## src/rtl/addsub_arbiter_if.sv

```systemverilog
// Bus between the two requesters, the shared complementer/adder datapath
// and the addsub_arbiter controller.
//
// Handshake: reqN is raised with opN/aN/bN and held until ackN. The arbiter
// samples requests only while idle. ackN is a single-cycle pulse; res, cout and
// ovf are valid in that cycle and hold until the next capture. A requester
// that keeps reqN high after its ack is treated as presenting a new job.
interface addsub_arbiter_if #(parameter int W = 4);
  logic         req0;
  logic         op0;
  logic [W-1:0] a0;
  logic [W-1:0] b0;
  logic         req1;
  logic         op1;
  logic [W-1:0] a1;
  logic [W-1:0] b1;
  logic         ack0;
  logic         ack1;
  logic [W-1:0] res;
  logic         cout;
  logic         ovf;
  logic         busy;
  logic [W-1:0] opa_o;
  logic [W-1:0] opb_o;
  logic         cpl_o;
  logic         cin_o;
  logic [W-1:0] sum_i;
  logic         cout_i;

  // Controller side
  modport slave (
    input  req0, op0, a0, b0, req1, op1, a1, b1, sum_i, cout_i,
    output ack0, ack1, res, cout, ovf, busy, opa_o, opb_o, cpl_o, cin_o
  );

  // Requesters plus datapath side
  modport master (
    output req0, op0, a0, b0, req1, op1, a1, b1, sum_i, cout_i,
    input  ack0, ack1, res, cout, ovf, busy, opa_o, opb_o, cpl_o, cin_o
  );
endinterface

```

## src/rtl/addsub_arbiter.sv

```systemverilog
// addsub_arbiter: round-robin controller sharing one complementer + adder
// between two requesters. IDLE -> EXEC -> DONE -> IDLE, one op per 3 cycles.
// Optional macro ONES_COMPL_MODE_EN selects one's complement subtraction with
// an end-around-carry FIX pass; default build is two's complement.
module addsub_arbiter #(
  parameter int W = 4
) (
  input  logic             clk,
  input  logic             rst_n,
  addsub_arbiter_if.slave  bus,
  output logic [1:0]       dbg_state
);

  typedef enum logic [1:0] {
    IDLE = 2'd0,
    EXEC = 2'd1,
    DONE = 2'd2,
    FIX  = 2'd3
  } state_t;

`ifdef ONES_COMPL_MODE_EN
  localparam logic SUB_CIN = 1'b0;
`else
  localparam logic SUB_CIN = 1'b1;
`endif

  state_t       state;
  logic         rr;       // index of the requester served last
  logic         gnt;      // index of the requester currently granted
  logic         pick;
  logic [W-1:0] beff;
  logic         ovf_next;
`ifdef ONES_COMPL_MODE_EN
  logic         fp_a_msb; // first-pass sign bits, kept for the FIX overflow
  logic         fp_b_msb;
`endif

  assign dbg_state = state;
  assign beff      = bus.opb_o ^ {W{bus.cpl_o}};
  assign ovf_next  = (bus.opa_o[W-1] == beff[W-1]) &&
                     (bus.sum_i[W-1] != bus.opa_o[W-1]);

  // Winner selection: on contention favour the requester not served last
  always_comb begin
    pick = 1'b0;
    if (bus.req0 && bus.req1) pick = ~rr;
    else if (bus.req1)        pick = 1'b1;
  end

  // Controller FSM with all outputs registered
  always_ff @(posedge clk or negedge rst_n) begin
    if (!rst_n) begin
      state     <= IDLE;
      rr        <= 1'b1;
      gnt       <= 1'b0;
      bus.ack0  <= 1'b0;
      bus.ack1  <= 1'b0;
      bus.res   <= '0;
      bus.cout  <= 1'b0;
      bus.ovf   <= 1'b0;
      bus.busy  <= 1'b0;
      bus.opa_o <= '0;
      bus.opb_o <= '0;
      bus.cpl_o <= 1'b0;
      bus.cin_o <= 1'b0;
`ifdef ONES_COMPL_MODE_EN
      fp_a_msb  <= 1'b0;
      fp_b_msb  <= 1'b0;
`endif
    end else begin
      bus.ack0 <= 1'b0;
      bus.ack1 <= 1'b0;
      case (state)
        IDLE: begin
          if (bus.req0 || bus.req1) begin
            gnt       <= pick;
            bus.opa_o <= pick ? bus.a1 : bus.a0;
            bus.opb_o <= pick ? bus.b1 : bus.b0;
            bus.cpl_o <= pick ? bus.op1 : bus.op0;
            bus.cin_o <= (pick ? bus.op1 : bus.op0) & SUB_CIN;
            bus.busy  <= 1'b1;
            state     <= EXEC;
          end
        end
        EXEC: begin
          rr       <= gnt;
          bus.cout <= bus.cout_i;
`ifdef ONES_COMPL_MODE_EN
          if (bus.cpl_o && bus.cout_i) begin
            // End-around carry: feed the first sum back with carry-in 1
            fp_a_msb  <= bus.opa_o[W-1];
            fp_b_msb  <= beff[W-1];
            bus.opa_o <= bus.sum_i;
            bus.opb_o <= '0;
            bus.cpl_o <= 1'b0;
            bus.cin_o <= 1'b1;
            bus.cout  <= 1'b1;
            state     <= FIX;
          end else begin
            bus.res  <= bus.sum_i;
            bus.ovf  <= ovf_next;
            bus.ack0 <= ~gnt;
            bus.ack1 <= gnt;
            state    <= DONE;
          end
`else
          bus.res  <= bus.sum_i;
          bus.ovf  <= ovf_next;
          bus.ack0 <= ~gnt;
          bus.ack1 <= gnt;
          state    <= DONE;
`endif
        end
`ifdef ONES_COMPL_MODE_EN
        FIX: begin
          bus.res  <= bus.sum_i;
          bus.ovf  <= (fp_a_msb == fp_b_msb) && (bus.sum_i[W-1] != fp_a_msb);
          bus.ack0 <= ~gnt;
          bus.ack1 <= gnt;
          state    <= DONE;
        end
`endif
        DONE: begin
          bus.busy <= 1'b0;
          state    <= IDLE;
        end
        default: begin
          bus.busy <= 1'b0;
          state    <= IDLE;
        end
      endcase
    end
  end

endmodule

```

## src/flat_wrapper.sv

```systemverilog
// flat-port wrapper written by rule: the top's interface ports become plain ports
module addsub_arbiter_flat 
#(
  parameter int W = 4
)
  (clk, rst_n, dbg_state, bus_req0, bus_op0, bus_a0, bus_b0, bus_req1, bus_op1, bus_a1, bus_b1, bus_sum_i, bus_cout_i, bus_ack0, bus_ack1, bus_res, bus_cout, bus_ovf, bus_busy, bus_opa_o, bus_opb_o, bus_cpl_o, bus_cin_o);
  addsub_arbiter_if #(.W(W)) bus_i ();
  input  logic clk;
  input  logic rst_n;
  output logic [1:0] dbg_state;
  input wire logic [$bits(bus_i.req0)-1:0] bus_req0;
  input wire logic [$bits(bus_i.op0)-1:0] bus_op0;
  input wire logic [$bits(bus_i.a0)-1:0] bus_a0;
  input wire logic [$bits(bus_i.b0)-1:0] bus_b0;
  input wire logic [$bits(bus_i.req1)-1:0] bus_req1;
  input wire logic [$bits(bus_i.op1)-1:0] bus_op1;
  input wire logic [$bits(bus_i.a1)-1:0] bus_a1;
  input wire logic [$bits(bus_i.b1)-1:0] bus_b1;
  input wire logic [$bits(bus_i.sum_i)-1:0] bus_sum_i;
  input wire logic [$bits(bus_i.cout_i)-1:0] bus_cout_i;
  output wire logic [$bits(bus_i.ack0)-1:0] bus_ack0;
  output wire logic [$bits(bus_i.ack1)-1:0] bus_ack1;
  output wire logic [$bits(bus_i.res)-1:0] bus_res;
  output wire logic [$bits(bus_i.cout)-1:0] bus_cout;
  output wire logic [$bits(bus_i.ovf)-1:0] bus_ovf;
  output wire logic [$bits(bus_i.busy)-1:0] bus_busy;
  output wire logic [$bits(bus_i.opa_o)-1:0] bus_opa_o;
  output wire logic [$bits(bus_i.opb_o)-1:0] bus_opb_o;
  output wire logic [$bits(bus_i.cpl_o)-1:0] bus_cpl_o;
  output wire logic [$bits(bus_i.cin_o)-1:0] bus_cin_o;
  assign bus_i.req0 = bus_req0;
  assign bus_i.op0 = bus_op0;
  assign bus_i.a0 = bus_a0;
  assign bus_i.b0 = bus_b0;
  assign bus_i.req1 = bus_req1;
  assign bus_i.op1 = bus_op1;
  assign bus_i.a1 = bus_a1;
  assign bus_i.b1 = bus_b1;
  assign bus_i.sum_i = bus_sum_i;
  assign bus_i.cout_i = bus_cout_i;
  assign bus_ack0 = bus_i.ack0;
  assign bus_ack1 = bus_i.ack1;
  assign bus_res = bus_i.res;
  assign bus_cout = bus_i.cout;
  assign bus_ovf = bus_i.ovf;
  assign bus_busy = bus_i.busy;
  assign bus_opa_o = bus_i.opa_o;
  assign bus_opb_o = bus_i.opb_o;
  assign bus_cpl_o = bus_i.cpl_o;
  assign bus_cin_o = bus_i.cin_o;
  addsub_arbiter #(.W(W)) u_core (.clk(clk), .rst_n(rst_n), .bus(bus_i), .dbg_state(dbg_state));
endmodule
```

## config.mk

```make
export PLATFORM = sky130hd
export DESIGN_NAME = addsub_arbiter_flat
export DESIGN_NICKNAME = d
export VERILOG_FILES = /design/src/rtl/addsub_arbiter_if.sv /design/src/rtl/addsub_arbiter.sv /design/src/flat_wrapper.sv
export SDC_FILE = /design/constraint.sdc
export NUM_CORES = 1
export LEC_CHECK = 0
export ABC_CLOCK_PERIOD_IN_PS = 1840
export CAP_MARGIN = 20
export CORE_MARGIN = 2
export CORE_UTILIZATION = 39
export CTS_CLUSTER_SIZE = 20
export DETAILED_ROUTE_END_ITERATION = 10
export PLACE_DENSITY = 0.88
export SETUP_SLACK_MARGIN = 0.3
export SYNTH_ARGS = -nofsm -noshare
export SYNTH_HDL_FRONTEND = slang
export SYNTH_SLANG_ARGS = --single-unit
```

## constraint.sdc

```tcl
create_clock -name clk -period 1.84 [get_ports clk]
set_clock_uncertainty 0.15 [all_clocks]
set_input_delay 0.46 -clock clk [delete_from_list [all_inputs] [get_ports clk]]
set_output_delay 0.46 -clock clk [all_outputs]
set_load 0.05 [all_outputs]
```

-- Word-level counts from Yosys, hierarchy flattened
Index checks and enable logic that the tools add are counted.
- flip-flop bits (word level): 22
- equality and inequality tests: 4
- multiplexer cells: 11
- bitwise gates (word level): 4
- reduce and logical (&&, ||, !) cells: 6
- operator list (cell ; count):
    4-bit two-way mux ; 2
    1-bit two-way mux ; 6
    2-bit case mux with 2 select lines ; 1
    2-bit AND reduction ; 2
    4-bit XOR ; 1
    1-bit inverter ; 3
    2-bit by 1-bit == test with 1-bit output (second input constant) ; 1
    1-bit logical AND ; 2
    2-bit zero test ; 1
    2-bit two-way mux ; 1
    2-bit by 1-bit != test with 1-bit output (second input constant) ; 1
    1-bit case mux with 2 select lines ; 1
    1-bit == test ; 1
    1-bit logical OR ; 1
    1-bit != test ; 1

-- Depth between registers and ports, before layout
- depth after elaboration: 3
- gate-level depth with buffers: 5
- gate-level depth less buffers: 4

-- Worst setup path before layout
OpenSTA, ideal clock, no wires.
- path type: register to register
- start: register u_core.state[1], in the netlist u_core.dbg_state[1]
- end: register u_core.bus.ovf
- library setup time: 69 ps
- arrival: 1524 ps
- slack: 98 ps
- cell stages (with the launch flop): 5
- buffers on the path: 1
- clock period less this slack: 1742 ps
- cell sequence: dfrtp_1 -> nand2b_1 -> buf_6 -> or4b_1 -> nand3_1
- longest elaborated chain between the ends: 1
- RTL lines (element ; RTL line ; RTL):
    start: declaration ; addsub_arbiter.sv:27 ; state_t state;
    start signal: assignment ; addsub_arbiter.sv:53 ; state <= IDLE;
    start signal: assignment ; addsub_arbiter.sv:82 ; state <= EXEC;
    start signal: assignment ; addsub_arbiter.sv:111 ; state <= DONE;
    2-bit by 1-bit == test with 1-bit output ; addsub_arbiter.sv:73 ; case (state)
    end signal: assignment ; addsub_arbiter.sv:108 ; bus.ovf <= ovf_next;
    end: declaration ; addsub_arbiter_if.sv:33 ; output ack0, ack1, res, cout, ovf, busy, opa_o, opb_o, cpl_o, cin_o
No other way between the ends.
A chain may end at the register's enable or synchronous reset.

-- Worst setup path in the final report
- start: register u_core.rr
- end: register u_core.bus.opb_o[3]
- longest elaborated chain between the ends: 3
- RTL lines (element ; RTL line ; RTL):
    start: declaration ; addsub_arbiter.sv:28 ; logic rr;
    start signal: assignment ; addsub_arbiter.sv:86 ; rr <= gnt;
    1-bit inverter ; addsub_arbiter.sv:46 ; if (bus.req0 && bus.req1) pick = ~rr;
    1-bit two-way mux ; addsub_arbiter.sv:46 ;
    4-bit two-way mux ; addsub_arbiter.sv:78 ; bus.opb_o <= pick ? bus.b1 : bus.b0;
    end signal: assignment ; addsub_arbiter.sv:78 ;
    end: declaration ; addsub_arbiter_if.sv:33 ;
No other way between the ends.

==> reports/metrics.yaml <==
status: "finished, final reports clean"
cts_tree: "yes"
whs_endpoint: "u_core.bus.ack0"
drtIter0Drc: 2
path_common_cell: "mux2_4"
leakagePower_nw: 0.914
combinationalPowerShare_pct: 65.1
seqPwrFrac_pct: 25.4
syn_avg_cell_area_sq_um: 12.8
synth_xor_area_share_pct: 0.887
syn_area_sq_um: 987
p_sw_share_pct: 41.6
place_area_sq_um: 1700
finalSetupTns_ns: 0
die_h_um: 54.3
h-tree-depth: 1
period_share_pct: 90.9
synth_top_family_by_area: "multiplexers"
wl_per_cell_um: 13.9
portBuffers: 47
synthMuxAreaShare_pct: 24.0
pwr-share-clk_pct: 9.5
grt_pass1_vias: 837
std_cell_rows: 18
track_usage_pct: 18.2
layout_common_cells: "24 x clkdlybuf4s50_1, 20 x buf_12, 18 x dfrtp_1"
holdCritPathClass: "flop to flop"
relSlewSlack_pct: 81.5
routabilityCongestion: 0.739
cts_buffers: 3
min_period_ns: 1.67
multiInputGateArea_sq_um: 433
max_cap_violations: 0
p_per_area_nw_per_um2: 2090
async_reset_ff_share_pct: 100
cts.sinks: 22
yosysWarnings: 0
r2r_cells: 4
path_clk_slew_ns: 0.13
synth_edf_count: 0
drive_gt1_share_pct: 45.6
synth_fa_ha_area_share_pct: 0
die_area_sq_um: 2950
max_stage_delay_ns: 0.56
hold_viol: 0
vias: 779
drc: 0
hold_depth: 1
synthDistinctLibCells: 21
hold_buffers: 0
layout_commonest_cell: "clkdlybuf4s50_1"
worstPathRequired_ns: 1.90
area_delta_synth_final_pct: 89.0
grt_max_degree: 23
utilization_pct: 76.7
nFillCells: 155
internal-power_mw: 2.28
start_kind: "flop"
slowest_stage: "dfstp_2"
power_mw: 3.91
syn_inst: 77
arrival_ns: 1.73
r2r_slack_ns: 0.17
end_kind: "flop"
layout.area.seq_sq_um: 556
timing.fmax_ghz: 0.598
antenna_found_initial: 0
synth_nets: 104
start_util_pct: 40.6
worstReg2RegStart: "u_core.rr"
vias_per_cell: 4.69
yosys_register_bits: 22
cts_root_buf: "clkbuf_4"
p_sw_mw: 1.63
synth-simple-area-share_pct: 11.0
fp.coreArea_sq_um: 2430
drt_first_pass_iters: 2
finalWorstSetupSlack_ns: 0.168
path_max_fanout: 5
final_nets: 164
design_area_sq_um: 1870
path_class: "flop to flop"
rsz0062_at_grt: "yes"
grt_pass1_wl_um: 3730
io_pins: 48
setup_viol: 0
postRouteAntennaNets: 0
grt_overflow_total: 0
die_w_um: 54.3
diodes: 0
hpwl_um: 1670
min_from: "u_core.gnt"
clock_tree.buffer_depth: 2
seq_area_frac_synth_pct: 55.9
post-place-ws_ns: -0.313
r2r-end: "u_core.bus.opb_o[3]"
synth-compound-area-share_pct: 3.55
worst_slew_pin_slew_ns: 0.277
path_cells: "a21bo_4, buf_12, mux2_4, mux2_4"
vdd_drop_max_v: 0.00156
finalWirelength_um: 2300
synth_flop_cell: "dfrtp_1"
insertion_delay_ns: 0.31
slew_violations: 0
==> worst max-delay path: cells and delay by family, from the launching register on <==
| kind | cells | cell delay (ns) |
|---|---|---|
| compound gates | 1 | 0.16 |
| mux | 2 | 0.57 |
| buf+inv | 1 | 0.13 |
| flops | 1 | 0.56 |
==> logic make-up (layout without fill, tap and decap cells) <==
logic type      Yosys count  in the layout
mux                      18             18
flops                    22             22
compound gates            5              5
simple gates             24             24
xor+xnor                  1              1
buf+inv                   7             66
==> power groups by stage <==
stage	Combinational [mW]	Clock [mW]	Sequential, mW
2_1_floorplan	0.561	0	1.62
3_3_place_gp	2.29	0	0.999
3_5_place_dp	2.33	0	1.01
4_1_cts	2.53	0.377	0.997
5_1_grt	2.67	0.394	1.02
6_report	2.54	0.371	0.992
==> Yosys cell counts, types with 2 or more instances <==
| library cell | n | area (sq um) |
|---|---|---|
| dfrtp_1 | 21 | 526 |
| nand2_1 | 16 | 60.1 |
| mux2_2 | 9 | 101 |
| mux2_4 | 9 | 135 |
| a21o_1 | 2 | 15.0 |
| buf_6 | 2 | 22.5 |
| inv_1 | 2 | 7.51 |
| nor2_1 | 2 | 7.51 |
| o21ai_0 | 2 | 10.0 |
==> area by class of cell <==
cell class                 instances  share of cell area (%)
sequential                        22                    29.8
clock inverter                     1                    1.61
tap                               30                    2.01
inverter                           3                   0.604
timing repair buffer              59                    41.6
clock buffer                       3                    1.21
multi-input combinational         48                    23.2
==> stage by stage <==
| stage | cells | hold slack (ns) |
|---|---|---|
| floorplan | 77 | 0.0144 |
| global placement | 154 | 0.286 |
| detailed placement | 154 | 0.306 |
| CTS | 163 | 0.325 |
| global route | 166 | 0.354 |
| finish | 166 | 0.316 |
==> state kept, by name, summed over array words and instances (netlist names) <==
register	count
u_core.bus.busy	1
u_core.bus.opa_o	4
u_core.bus.cout	1
u_core.bus.opb_o	4
u_core.gnt	1
u_core.rr	1
u_core.bus.ack0	1
u_core.bus.cpl_o	1
u_core.bus.res	4
u_core.bus.ack1	1
u_core.dbg_state	2
u_core.bus.ovf	1
==> worst max path at each step <==
stage / from / endpoint / slack (ns) / depth (start not counted)
2_1_floorplan: bus_req1 / u_core.bus.opa_o[3] / 0.24 / 4
3_3_place_gp: bus_req1 / u_core.bus.opa_o[3] / -0.29 / 5
3_5_place_dp: bus_req1 / u_core.bus.opb_o[3] / -0.31 / 5
4_1_cts: u_core.rr / u_core.bus.cpl_o / 0.15 / 4
5_1_grt: u_core.rr / u_core.bus.opa_o[0] / 0.13 / 4
6_report: u_core.rr / u_core.bus.opb_o[3] / 0.17 / 4
==> metal layers <==
layer	GRT usage, %	share of wire (%)	wire length [um]	vias up
met2	33.1	53	1230	34
met3	3.83	7.3	168	2
met4	6.25	0.78	18	0
met5	0	0	0	-
li1	-	-	-	375
met1	21.0	38	884	368
==> repair_timing <==
action | 4_1_cts | 5_1_grt
endpoints found under the setup margin | 15 | 23
endpoints found under the hold margin | 0 | 0
buffers inserted | 4 | 3
gates resized for setup | 14 | 0
pin swaps | 1 | 1
cloned | 1 | 0
(Power assumes the default switching activity.)
